`src/rtl/pipe_addsub.sv`:
```
// Pipelined two's-complement add/subtract with NZCV flags; the carry chain is cut into STAGES chunks, one per clock.
// Define PIPE_ADDSUB_SAT_EN to enable signed saturation selected by op[1].
module pipe_addsub #(
    parameter int WIDTH  = 64,
    parameter int STAGES = 4
) (
    input  logic             clk,
    input  logic             reset,
    input  logic             in_valid,
    output logic             in_ready,
    input  logic [1:0]       op,
    input  logic [WIDTH-1:0] a,
    input  logic [WIDTH-1:0] b,
    output logic             out_valid,
    input  logic             out_ready,
    output logic [WIDTH-1:0] result,
    output logic             c_flag,
    output logic             v_flag,
    output logic             n_flag,
    output logic             z_flag
);
    localparam int CW = (STAGES > 0) ? (WIDTH / STAGES) : 1;
    localparam logic [WIDTH-1:0] SAT_MAX = {1'b0, {(WIDTH-1){1'b1}}};
    localparam logic [WIDTH-1:0] SAT_MIN = {1'b1, {(WIDTH-1){1'b0}}};

    generate
        if ((STAGES < 1) || (STAGES > WIDTH) || ((WIDTH % STAGES) != 0)) begin : g_bad_params
            $error("pipe_addsub: WIDTH must be a positive multiple of STAGES");
        end
    endgenerate

    logic             adv;
    logic             sat_sel;
    logic             out_valid_reg;
    logic [WIDTH-1:0] result_reg;
    logic             c_reg;
    logic             v_reg;
    logic             n_reg;
    logic             z_reg;

    logic             fin_valid;
    logic [WIDTH-1:0] fin_result;
    logic             fin_c;
    logic             fin_v;
    logic             fin_z;

    // One shared advance: every register moves together, so bubbles never overtake a stalled head.
    assign adv      = ~out_valid_reg | out_ready;
    assign in_ready = adv;

`ifdef PIPE_ADDSUB_SAT_EN
    assign sat_sel = op[1];
`else
    logic sat_unused;
    assign sat_unused = op[1];
    assign sat_sel    = 1'b0;
`endif

    genvar gi;
    generate
        for (gi = 0; gi < STAGES; gi++) begin : g_stage
            localparam int REM_W  = (STAGES - gi) * CW;
            localparam int DONE_W = (gi + 1) * CW;

            logic              valid_in;
            logic [REM_W-1:0]  rem_a;
            logic [REM_W-1:0]  rem_bp;
            logic              carry_in;
            logic              zero_in;
            logic              sat_in;
            logic [CW:0]       chunk_sum;
            logic [DONE_W-1:0] sum_next;
            logic              zero_next;

            // Operands shrink by one chunk per stage while finished sum chunks accumulate below.
            if (gi == 0) begin : g_head
                assign valid_in = in_valid;
                assign rem_a    = a;
                assign rem_bp   = op[0] ? ~b : b;
                assign carry_in = op[0];
                assign zero_in  = 1'b1;
                assign sat_in   = sat_sel;
                assign sum_next = chunk_sum[CW-1:0];
            end else begin : g_body
                assign valid_in = g_stage[gi-1].g_reg.valid_reg;
                assign rem_a    = g_stage[gi-1].g_reg.a_reg;
                assign rem_bp   = g_stage[gi-1].g_reg.bp_reg;
                assign carry_in = g_stage[gi-1].g_reg.carry_reg;
                assign zero_in  = g_stage[gi-1].g_reg.zero_reg;
                assign sat_in   = g_stage[gi-1].g_reg.sat_reg;
                assign sum_next = {chunk_sum[CW-1:0], g_stage[gi-1].g_reg.sum_reg};
            end

            assign chunk_sum = {1'b0, rem_a[CW-1:0]} + {1'b0, rem_bp[CW-1:0]} + (CW+1)'(carry_in);
            assign zero_next = zero_in & (chunk_sum[CW-1:0] == '0);

            if (gi < STAGES - 1) begin : g_reg
                logic                valid_reg;
                logic [REM_W-CW-1:0] a_reg;
                logic [REM_W-CW-1:0] bp_reg;
                logic [DONE_W-1:0]   sum_reg;
                logic                carry_reg;
                logic                zero_reg;
                logic                sat_reg;

                always_ff @(posedge clk) begin
                    if (reset) begin
                        valid_reg <= 1'b0;
                    end else if (adv) begin
                        valid_reg <= valid_in;
                    end
                end

                always_ff @(posedge clk) begin
                    if (adv) begin
                        a_reg     <= rem_a[REM_W-1:CW];
                        bp_reg    <= rem_bp[REM_W-1:CW];
                        sum_reg   <= sum_next;
                        carry_reg <= chunk_sum[CW];
                        zero_reg  <= zero_next;
                        sat_reg   <= sat_in;
                    end
                end
            end else begin : g_tail
                logic a_msb;
                logic bp_msb;
                logic ovf;

                assign a_msb  = rem_a[CW-1];
                assign bp_msb = rem_bp[CW-1];
                assign ovf    = (a_msb ^ sum_next[WIDTH-1]) & ~(a_msb ^ bp_msb);

                assign fin_valid  = valid_in;
                assign fin_c      = chunk_sum[CW];
                assign fin_v      = ovf;
                // A saturated value is never zero, so z only survives on the wrap path.
                assign fin_result = (sat_in & ovf) ? (a_msb ? SAT_MIN : SAT_MAX) : sum_next;
                assign fin_z      = zero_next & ~(sat_in & ovf);
            end
        end
    endgenerate

    always_ff @(posedge clk) begin
        if (reset) begin
            out_valid_reg <= 1'b0;
            result_reg    <= '0;
            c_reg         <= 1'b0;
            v_reg         <= 1'b0;
            n_reg         <= 1'b0;
            z_reg         <= 1'b0;
        end else if (adv) begin
            out_valid_reg <= fin_valid;
            result_reg    <= fin_result;
            c_reg         <= fin_c;
            v_reg         <= fin_v;
            n_reg         <= fin_result[WIDTH-1];
            z_reg         <= fin_z;
        end
    end

    assign out_valid = out_valid_reg;
    assign result    = result_reg;
    assign c_flag    = c_reg;
    assign v_flag    = v_reg;
    assign n_flag    = n_reg;
    assign z_flag    = z_reg;

endmodule

```
`config.mk`:
```
export PLATFORM = sky130hd
export DESIGN_NAME = pipe_addsub
export DESIGN_NICKNAME = d
export VERILOG_FILES = /design/src/rtl/pipe_addsub.sv
export SDC_FILE = /design/constraint.sdc
export NUM_CORES = 1
export LEC_CHECK = 0
export ABC_CLOCK_PERIOD_IN_PS = 29600
export BUFFER_PORTS_ARGS = -buffer_cell sky130_fd_sc_hd__buf_2
export CAP_MARGIN = 25
export CORE_ASPECT_RATIO = 0.5
export CORE_MARGIN = 1.5
export CORE_UTILIZATION = 50
export DETAILED_ROUTE_END_ITERATION = 7
export PLACE_DENSITY = 0.72
export SLEW_MARGIN = 20
export SYNTH_ARGS = -nofsm -noshare
export SYNTH_HDL_FRONTEND = slang
export SYNTH_SLANG_ARGS = --single-unit
```
`constraint.sdc`:
```
create_clock -name clk -period 29.6 [get_ports clk]
set_input_delay 5.92 -clock clk [delete_from_list [all_inputs] [get_ports clk]]
set_output_delay 5.92 -clock clk [all_outputs]
set_load 0.05 [all_outputs]
```
==> metrics.yaml, run 1 <==
grt_pass1_wl_mm: 43.3
layout_setup_ws_ps: 16050
synth_area_per_cell_um2: 13.7
fin_setup_tns_ps: 0
final_nets: 1498
fin_cells: 1714
setup_viol: 0
max-slew-margin-rel: 0.383
final-max-slew-violation-count: 0
grt_overflow: 0
nFillCells: 2348
cp_data_required_time_ps: 23680
synth_cells: 1089
worstMarginPinSlew_ps: 925
ys_top_cells_by_area: "edfxtp_1, dfxtp_1, ha_1"
worstSetupStartpointType: "input port"
cp.arrival_ps: 7630
numCtsBuffers: 30
finalHoldViolations: 0
synth_edf_count: 294
routedWlPerCell_um: 16.0
rows: 44
hpwl_mm: 18.6
first_pass_iters: 7
clock_skew_ps: 21.0
run_status: "complete, no violations"
core_area_um2: 29200
chipWidth_um: 247
grt.total_usage: 0.175
syn_to_final_growth_pct: 16.0
antenna_found_initial: 2
power.total_mw: 1.32
yosys_warnings: 0
grt_pass1_vias: 8831
path_clk_slew_ps: 70
die_h_um: 125
cap_viol_max_count: 0
via_per_inst: 5.24
initial_core_util: 0.512
dpl_worst_slack_ps: 16090
multi_input_area_um2: 4470
finalCritPeriodShare: 0.458
async_flop_share: 0
ctsResizeCount: 0
r2r-end: "g_stage[1].g_reg.zero_reg"
cts_root_buf: "clkbuf_16"
gp_congestion: 0.851
hp-class: "reg2reg"
drt_iter0_markers: 546
yosys.area.top_type: "edfxtp_1"
synthFlopType: "edfxtp_1"
vias: 8982
yosysTopAreaCellShare: 0.591
dieArea_um2: 31000
path_max_fanout: 77
irDropWorstVdd_uv: 46.4
timing.fmax_mhz: 73.8
clk_path_buf_depth: 3
rrSetupSlack_ps: 25800
numClockSinks: 365
synth-seq-cells: 365
post-route-cell-area_um2: 17300
hold_start: "g_stage[1].g_reg.sum_reg[4]"
fin_util: 0.594
io_pins: 204
grt_max_degree: 79
power.leakage_nw: 7.10
drive_gt1_frac: 0.199
post_dp_cell_area_um2: 16400
worstSetupEndpointType: "output port"
synth_cell_types: 64
ant_nets: 0
cts_setup_buffers: 0
yosysMostFrequentCell: "edfxtp_1"
dp_cells: 1655
critPathKind: "in2out"
whs_ps: 414
worstHoldPathCells: 0
synth.yosys.seq_area_share: 0.686
syn_area_um2: 14900
reg2reg_from: "g_stage[0].g_reg.a_reg[0]"
cts_max_level: 1
hold_buffers: 0
crit_start: "out_ready"
final.min_clock_period_ps: 13550
cts_tree: "yes"
drt_wl_total_mm: 27.4
synth_top_cells_by_count: "edfxtp_1, nand2_1, a21oi_1"
p_per_area_nw_per_um2: 76.2
clkLatencyLatePin_ps: 570
port_buffers: 202
reg2regPathDepth: 9
syn-num-nets: 1290
seq_area_um2: 10200
rsz0062_at_grt: "no"
hold-path-endpoint: "g_stage[2].g_reg.sum_reg[4]"
drc: 0
## worst max path at each step
stage	end	slack [ps]	cells past startpoint
CTS	in_ready	16080	5
detailed placement	in_ready	16090	5
finish	in_ready	16050	5
global placement	in_ready	16120	5
global route	in_ready	15940	5
floorplan	in_ready	8990	4
## final cells by class
class / instances / area share
Sequential cell: 365 / 0.592
Multi-Input combinational cell: 669 / 0.258
Timing Repair Buffer: 209 / 0.0627
Clock buffer: 43 / 0.0497
Tap cell: 391 / 0.0282
Inverter: 22 / 0.00520
Clock inverter: 13 / 0.00390
Antenna cell: 2 / 0.000289
## cells in the final DEF (no fill, tap or decap), drive strengths merged, types with 3 or more instances in the layout
master and count:
nand4 6, ha 60, o21ai 18, o31ai 7, nor2b 7, xor2 79
xnor2 28, dfxtp 71, nand2b 3, a211oi 7, or3 4, a21o 22
nor4 7, inv 22, nand2 150, and3 6, clkbuf 43, o21bai 4
o211ai 6, or4 8, a31oi 6, a2111o 3, nor2 39, fa 7
edfxtp 294, a2111oi 6, buf 209, clkinv 11, o2111ai 4, and2 8
a21oi 103, nor3 22, nand3 17
## logic make-up (layout without fill, tap and decap cells)
logic type / Yosys count / in the layout / share of synthesized area
adder cells (fa/ha/maj): 67 / 67 / 0.0597
XOR/XNOR: 107 / 107 / 0.0628
other: 0 / 2 / 0
multiplexers: 2 / 2 / 0.00159
buffers and inverters: 55 / 287 / 0.0146
flip-flops: 365 / 365 / 0.686
AND/OR/NAND/NOR: 288 / 288 / 0.0888
AO/OA/AOI/OAI: 205 / 205 / 0.0861
## routing by layer
metal	GRT usage	vias up	part of all wire
li1	-	4441	-
met5	0	-	0
met4	0.0542	0	0.025
met1	0.226	4307	0.44
met3	0.0305	55	0.044
met2	0.304	179	0.49
## where the power goes
| part | internal (mW) | total, mW | switching, mW |
|---|---|---|---|
| sequential | 0.657 | 0.686 | 0.0289 |
| clock | 0.202 | 0.375 | 0.173 |
| combinational | 0.0854 | 0.259 | 0.174 |
## worst max-delay path, stage by stage
cell and delay, ps:
buf_2 110, nor2b_4 90, buf_4 670, inv_8 380, buf_2 340
No activity file was read; power rests on OpenSTA's default activity.
==> run 2: changes to the inputs <==
Settings changed: ABC_CLOCK_PERIOD_IN_PS 29600 to 11700, PLACE_DENSITY 0.72 to 0.75.
Clock period 29.6 ns to 11.7 ns, I/O delays scaled along.
==> metrics.yaml, run 2 (synthesis gave the netlist of run 1 again) <==
path_max_fanout: 115
ctsResizeCount: 0
via_per_inst: 5.26
final-max-slew-violation-count: 0
critical_path_buf_inv_count: 3
hp-class: "reg2reg"
rsz0062_at_grt: "no"
cts_setup_buffers: 0
max-slew-margin-rel: 0.417
path_clk_slew_ps: 70
p_per_area_nw_per_um2: 198
grt_pass1_wl_mm: 42.9
setup_viol: 0
die_h_um: 125
critPathMostFrequentCell: "buf_2"
port_buffers: 202
critical_path.top_delay_family: "buffers and inverters"
fin_util: 0.598
cts_tree: "yes"
finalCritPeriodShare: 0.497
power.leakage_nw: 7.15
drt_iter0_markers: 507
gp_congestion: 0.878
dieArea_um2: 31000
final.min_clock_period_ps: 5810
hpwl_mm: 18.4
critPathKind: "in2out"
timing.fmax_mhz: 172
layout_commonest_cell: "edfxtp_1"
hold_buffers: 0
drive_gt1_frac: 0.203
initial_core_util: 0.512
final_nets: 1497
core_area_um2: 29200
drc: 0
grt_pass1_vias: 8660
numCtsBuffers: 31
whs_ps: 411
finalHoldViolations: 0
path_cells: "buf_2 -> nor2b_4 -> inv_8 -> buf_2"
clock_skew_ps: 8.65
ant_nets: 0
fin_setup_tns_ps: 0
first_pass_iters: 5
dp_cells: 1653
clkLatencyLatePin_ps: 560
grt_overflow: 0
cts_max_level: 1
nFillCells: 2267
multi_input_area_um2: 4470
cp_data_required_time_ps: 9360
grt_max_degree: 173
worstSetupEndpointType: "output port"
cts_root_buf: "clkbuf_16"
seq_area_um2: 10200
chipWidth_um: 247
fin_cells: 1712
cp_slowest_stage_delay_ps: 520
numClockSinks: 365
clk_path_buf_depth: 3
drt_wl_total_mm: 27.1
rows: 44
grt.total_usage: 0.172
routedWlPerCell_um: 15.8
worstSetupStartpointType: "input port"
syn_to_final_growth_pct: 16.8
irDropWorstVdd_uv: 152
antenna_found_initial: 2
cap_viol_max_count: 0
cp.arrival_ps: 3470
io_pins: 204
vias: 9011
worst_path_max_delay_cell: "inv_8"
final_cell_mix: "edfxtp_1, buf_2, nand2_1"
post_dp_cell_area_um2: 16400
post-route-cell-area_um2: 17400
run_status: "complete, no violations"
worstMarginPinSlew_ps: 875
run 2: cell count changes in the layout (fill, tap and decap cells not counted):
| cell | delta |
|---|---|
| clkbuf_1 | -4 |
| clkbuf_8 | -3 |
| buf_4 | -3 |
| bufinv_16 | +4 |
| buf_12 | +1 |
| clkinv_2 | +2 |
| clkinvlp_4 | +2 |
| diode_2 | -1 |
| clkinv_1 | -2 |
| clkbuf_16 | +2 |
run 2: area by class of cell:
type                    count  area share
well taps                 391      0.0280
diodes                      1    0.000143
multi-input cells         669       0.256
clock inverters            19      0.0118
inverters                  22     0.00516
repair buffers            207      0.0621
flip-flops and latches    365       0.587
clock buffers              38      0.0490
run 2: worst paths after layout:
check | start | end | slack (ps) | cells past startpoint
hold reg to reg | g_stage[0].g_reg.sum_reg[2] | g_stage[1].g_reg.sum_reg[2] | 410 | 0
setup / recovery | out_ready | in_ready | 5890 | 4
setup reg to reg | g_stage[0].g_reg.a_reg[0] | g_stage[1].g_reg.zero_reg | 7920 | 9
hold / removal | g_stage[0].g_reg.sum_reg[2] | g_stage[1].g_reg.sum_reg[2] | 410 | 0
run 2: where the power goes:
| group | switching (mW) | internal (mW) |
|---|---|---|
| combinational | 0.438 | 0.216 |
| clock | 0.451 | 0.608 |
| sequential | 0.0734 | 1.66 |
| total | 0.962 | 2.49 |
run 2: stage by stage:
| stage | setup WS [ps] | power, mW |
|---|---|---|
| 6_report | 5890 | 3.45 |
| 5_1_grt | 5810 | 3.60 |
| 4_1_cts | 5720 | 3.48 |
| 3_5_place_dp | 5190 | 2.42 |
| 3_3_place_gp | 5220 | 2.39 |
| 2_1_floorplan | 2800 | 2.23 |
run 2: routing by layer:
| layer | global-route usage | vias up | routed length (um) |
|---|---|---|---|
| li1 | - | 4445 | - |
| met1 | 0.227 | 4291 | 11900 |
| met2 | 0.292 | 218 | 13200 |
| met3 | 0.0318 | 57 | 1220 |
| met4 | 0.0520 | 0 | 769 |
| met5 | 0 | - | 0 |
==> run 3: changes to the inputs <==
Settings changed: ABC_CLOCK_PERIOD_IN_PS 11700 to 5200.
Clock period 11.7 ns to 5.2 ns, I/O delays scaled along.
==> metrics.yaml, run 3 (synthesis gave the netlist of run 1 again) <==
cp_slowest_stage_delay_ps: 520
setup_viol: 0
syn_to_final_growth_pct: 17.7
dpl_worst_slack_ps: 580
via_per_inst: 5.27
path_depth: 12
cp.arrival_ps: 4460
crit_start: "op[0]"
drt_wl_total_mm: 27.3
run_status: "complete, no violations"
nFillCells: 2257
final.min_clock_period_ps: 4110
dieArea_um2: 31000
drc: 0
numClockSinks: 365
reg2regPathDepth: 9
antenna_found_initial: 1
drive_gt1_frac: 0.204
finalCritPeriodShare: 0.791
cap_viol_max_count: 0
numCtsBuffers: 34
layout_commonest_cell: "edfxtp_1"
whs_ps: 406
hp-class: "reg2reg"
fin_setup_tns_ps: 0
layout_setup_ws_ps: 1090
first_pass_iters: 5
rsz0062_at_grt: "no"
fin_util: 0.602
path_cells: "buf_4 -> mux2i_2 -> inv_1 -> fa_1 -> a21oi_1 -> o21bai_1 -> xor2_1 -> or4_1 -> or4_1 -> or4_1 -> or4_1 -> nor4_2"
max-slew-margin-rel: 0.312
final_cell_mix: "edfxtp_1, buf_2, nand2_1"
cp-endpoint: "g_stage[0].g_reg.zero_reg"
critPathMostFrequentCell: "or4_1"
port_buffers: 202
grt_pass1_vias: 8944
critical_path_buf_inv_count: 2
vias: 9051
ctsResizeCount: 0
worst_path_max_delay_cell: "or4_1"
cts_max_level: 2
rrSetupSlack_ps: 1550
cts_root_buf: "clkbuf_16"
irDropWorstVdd_uv: 293
clock_skew_ps: 27.8
timing.fmax_mhz: 243
drt_iter0_markers: 492
finalHoldViolations: 0
worstSetupStartpointType: "input port"
reg2reg_from: "g_stage[0].g_reg.a_reg[0]"
die_h_um: 125
gp_congestion: 0.869
io_pins: 204
grt_pass1_wl_mm: 43.6
grt.total_usage: 0.176
worstMarginPinSlew_ps: 1030
power.leakage_nw: 7.21
ant_nets: 0
routedWlPerCell_um: 15.9
final-max-slew-violation-count: 0
hpwl_mm: 18.6
critical_path.top_delay_family: "simple AND/OR/NAND/NOR gates"
clkLatencyLatePin_ps: 530
p_per_area_nw_per_um2: 455
core_area_um2: 29200
worstSetupEndpointType: "flip-flop"
final_nets: 1502
path_clk_slew_ps: 60
chipWidth_um: 247
cts_tree: "yes"
grt_max_degree: 147
initial_core_util: 0.512
cts_setup_buffers: 0
grt_overflow: 0
critPathKind: "in2reg"
path_max_fanout: 21
rows: 44
cp_data_required_time_ps: 5550
r2r-end: "g_stage[1].g_reg.zero_reg"
hold_buffers: 0
clk_path_buf_depth: 3
==> run 3: cell count changes in the layout (fill, tap and decap cells not counted) <==
cell and change:
clkinv_2 -7, clkbuf_8 +5, buf_4 +4, clkbuf_1 +3, clkbuf_16 +2, clkinv_8 +2, clkinvlp_4 -2, buf_12 -1
buf_16 -1, bufinv_16 +1, clkinv_1 +1
==> run 3: per-stage QoR <==
stage | power, mW | area, um2 | instances
finish | 8.00 | 17600 | 1719
global route | 8.36 | 17600 | 1719
CTS | 8.07 | 17600 | 1718
detailed placement | 5.44 | 16400 | 1656
global placement | 5.38 | 16400 | 1656
floorplan | 5.02 | 14900 | 1089
==> run 3: worst reg2reg max path, cell delays in order (launching register included) <==
cell and delay [ps]:
edfxtp_1 390, fa_1 470, fa_1 420, xor2_1 170, or4b_2 650, a2111oi_2 230
o211ai_1 150, or4_1 420, or4_1 420, nor3_1 150
==> run 3: per-layer routing <==
metal / wire, um / vias to the layer above / share of wire / GRT usage
li1: - / 4444 / - / -
met1: 11700 / 4321 / 0.43 / 0.224
met2: 13500 / 230 / 0.50 / 0.300
met3: 1340 / 56 / 0.049 / 0.0361
met4: 684 / 0 / 0.025 / 0.0570
met5: 0 / - / 0 / 0
==> run 3: worst min-delay path by stage <==
| stage | startpoint | end | cells past startpoint |
|---|---|---|---|
| after floorplan | g_stage[0].g_reg.a_reg[16] | g_stage[1].g_reg.a_reg[0] | 0 |
| after global placement | g_stage[0].g_reg.bp_reg[33] | g_stage[1].g_reg.bp_reg[17] | 0 |
| after detailed placement | g_stage[0].g_reg.bp_reg[27] | g_stage[1].g_reg.bp_reg[11] | 0 |
| after CTS | g_stage[1].g_reg.sum_reg[19] | g_stage[2].g_reg.sum_reg[19] | 0 |
| after global routing | g_stage[0].g_reg.a_reg[18] | g_stage[1].g_reg.a_reg[2] | 0 |
| final | g_stage[1].g_reg.sum_reg[19] | g_stage[2].g_reg.sum_reg[19] | 0 |
==> run 3: cell type report <==
cell class | instances | area [um2] | area share
Tap cell | 391 | 489 | 0.0278
Timing Repair Buffer | 209 | 1070 | 0.0607
Inverter | 22 | 90.1 | 0.00513
Multi-Input combinational cell | 669 | 4470 | 0.254
Clock inverter | 14 | 221 | 0.0126
Antenna cell | 1 | 2.50 | 0.000142
Clock buffer | 48 | 985 | 0.0560
Sequential cell | 365 | 10200 | 0.583
==> run 3: power breakdown <==
group | leakage [nW] | switching (mW) | internal [mW]
Combinational | 2.94 | 0.980 | 0.484
Sequential | 3.70 | 0.172 | 3.74
Clock | 0.578 | 1.04 | 1.58
Total | 7.21 | 2.19 | 5.81
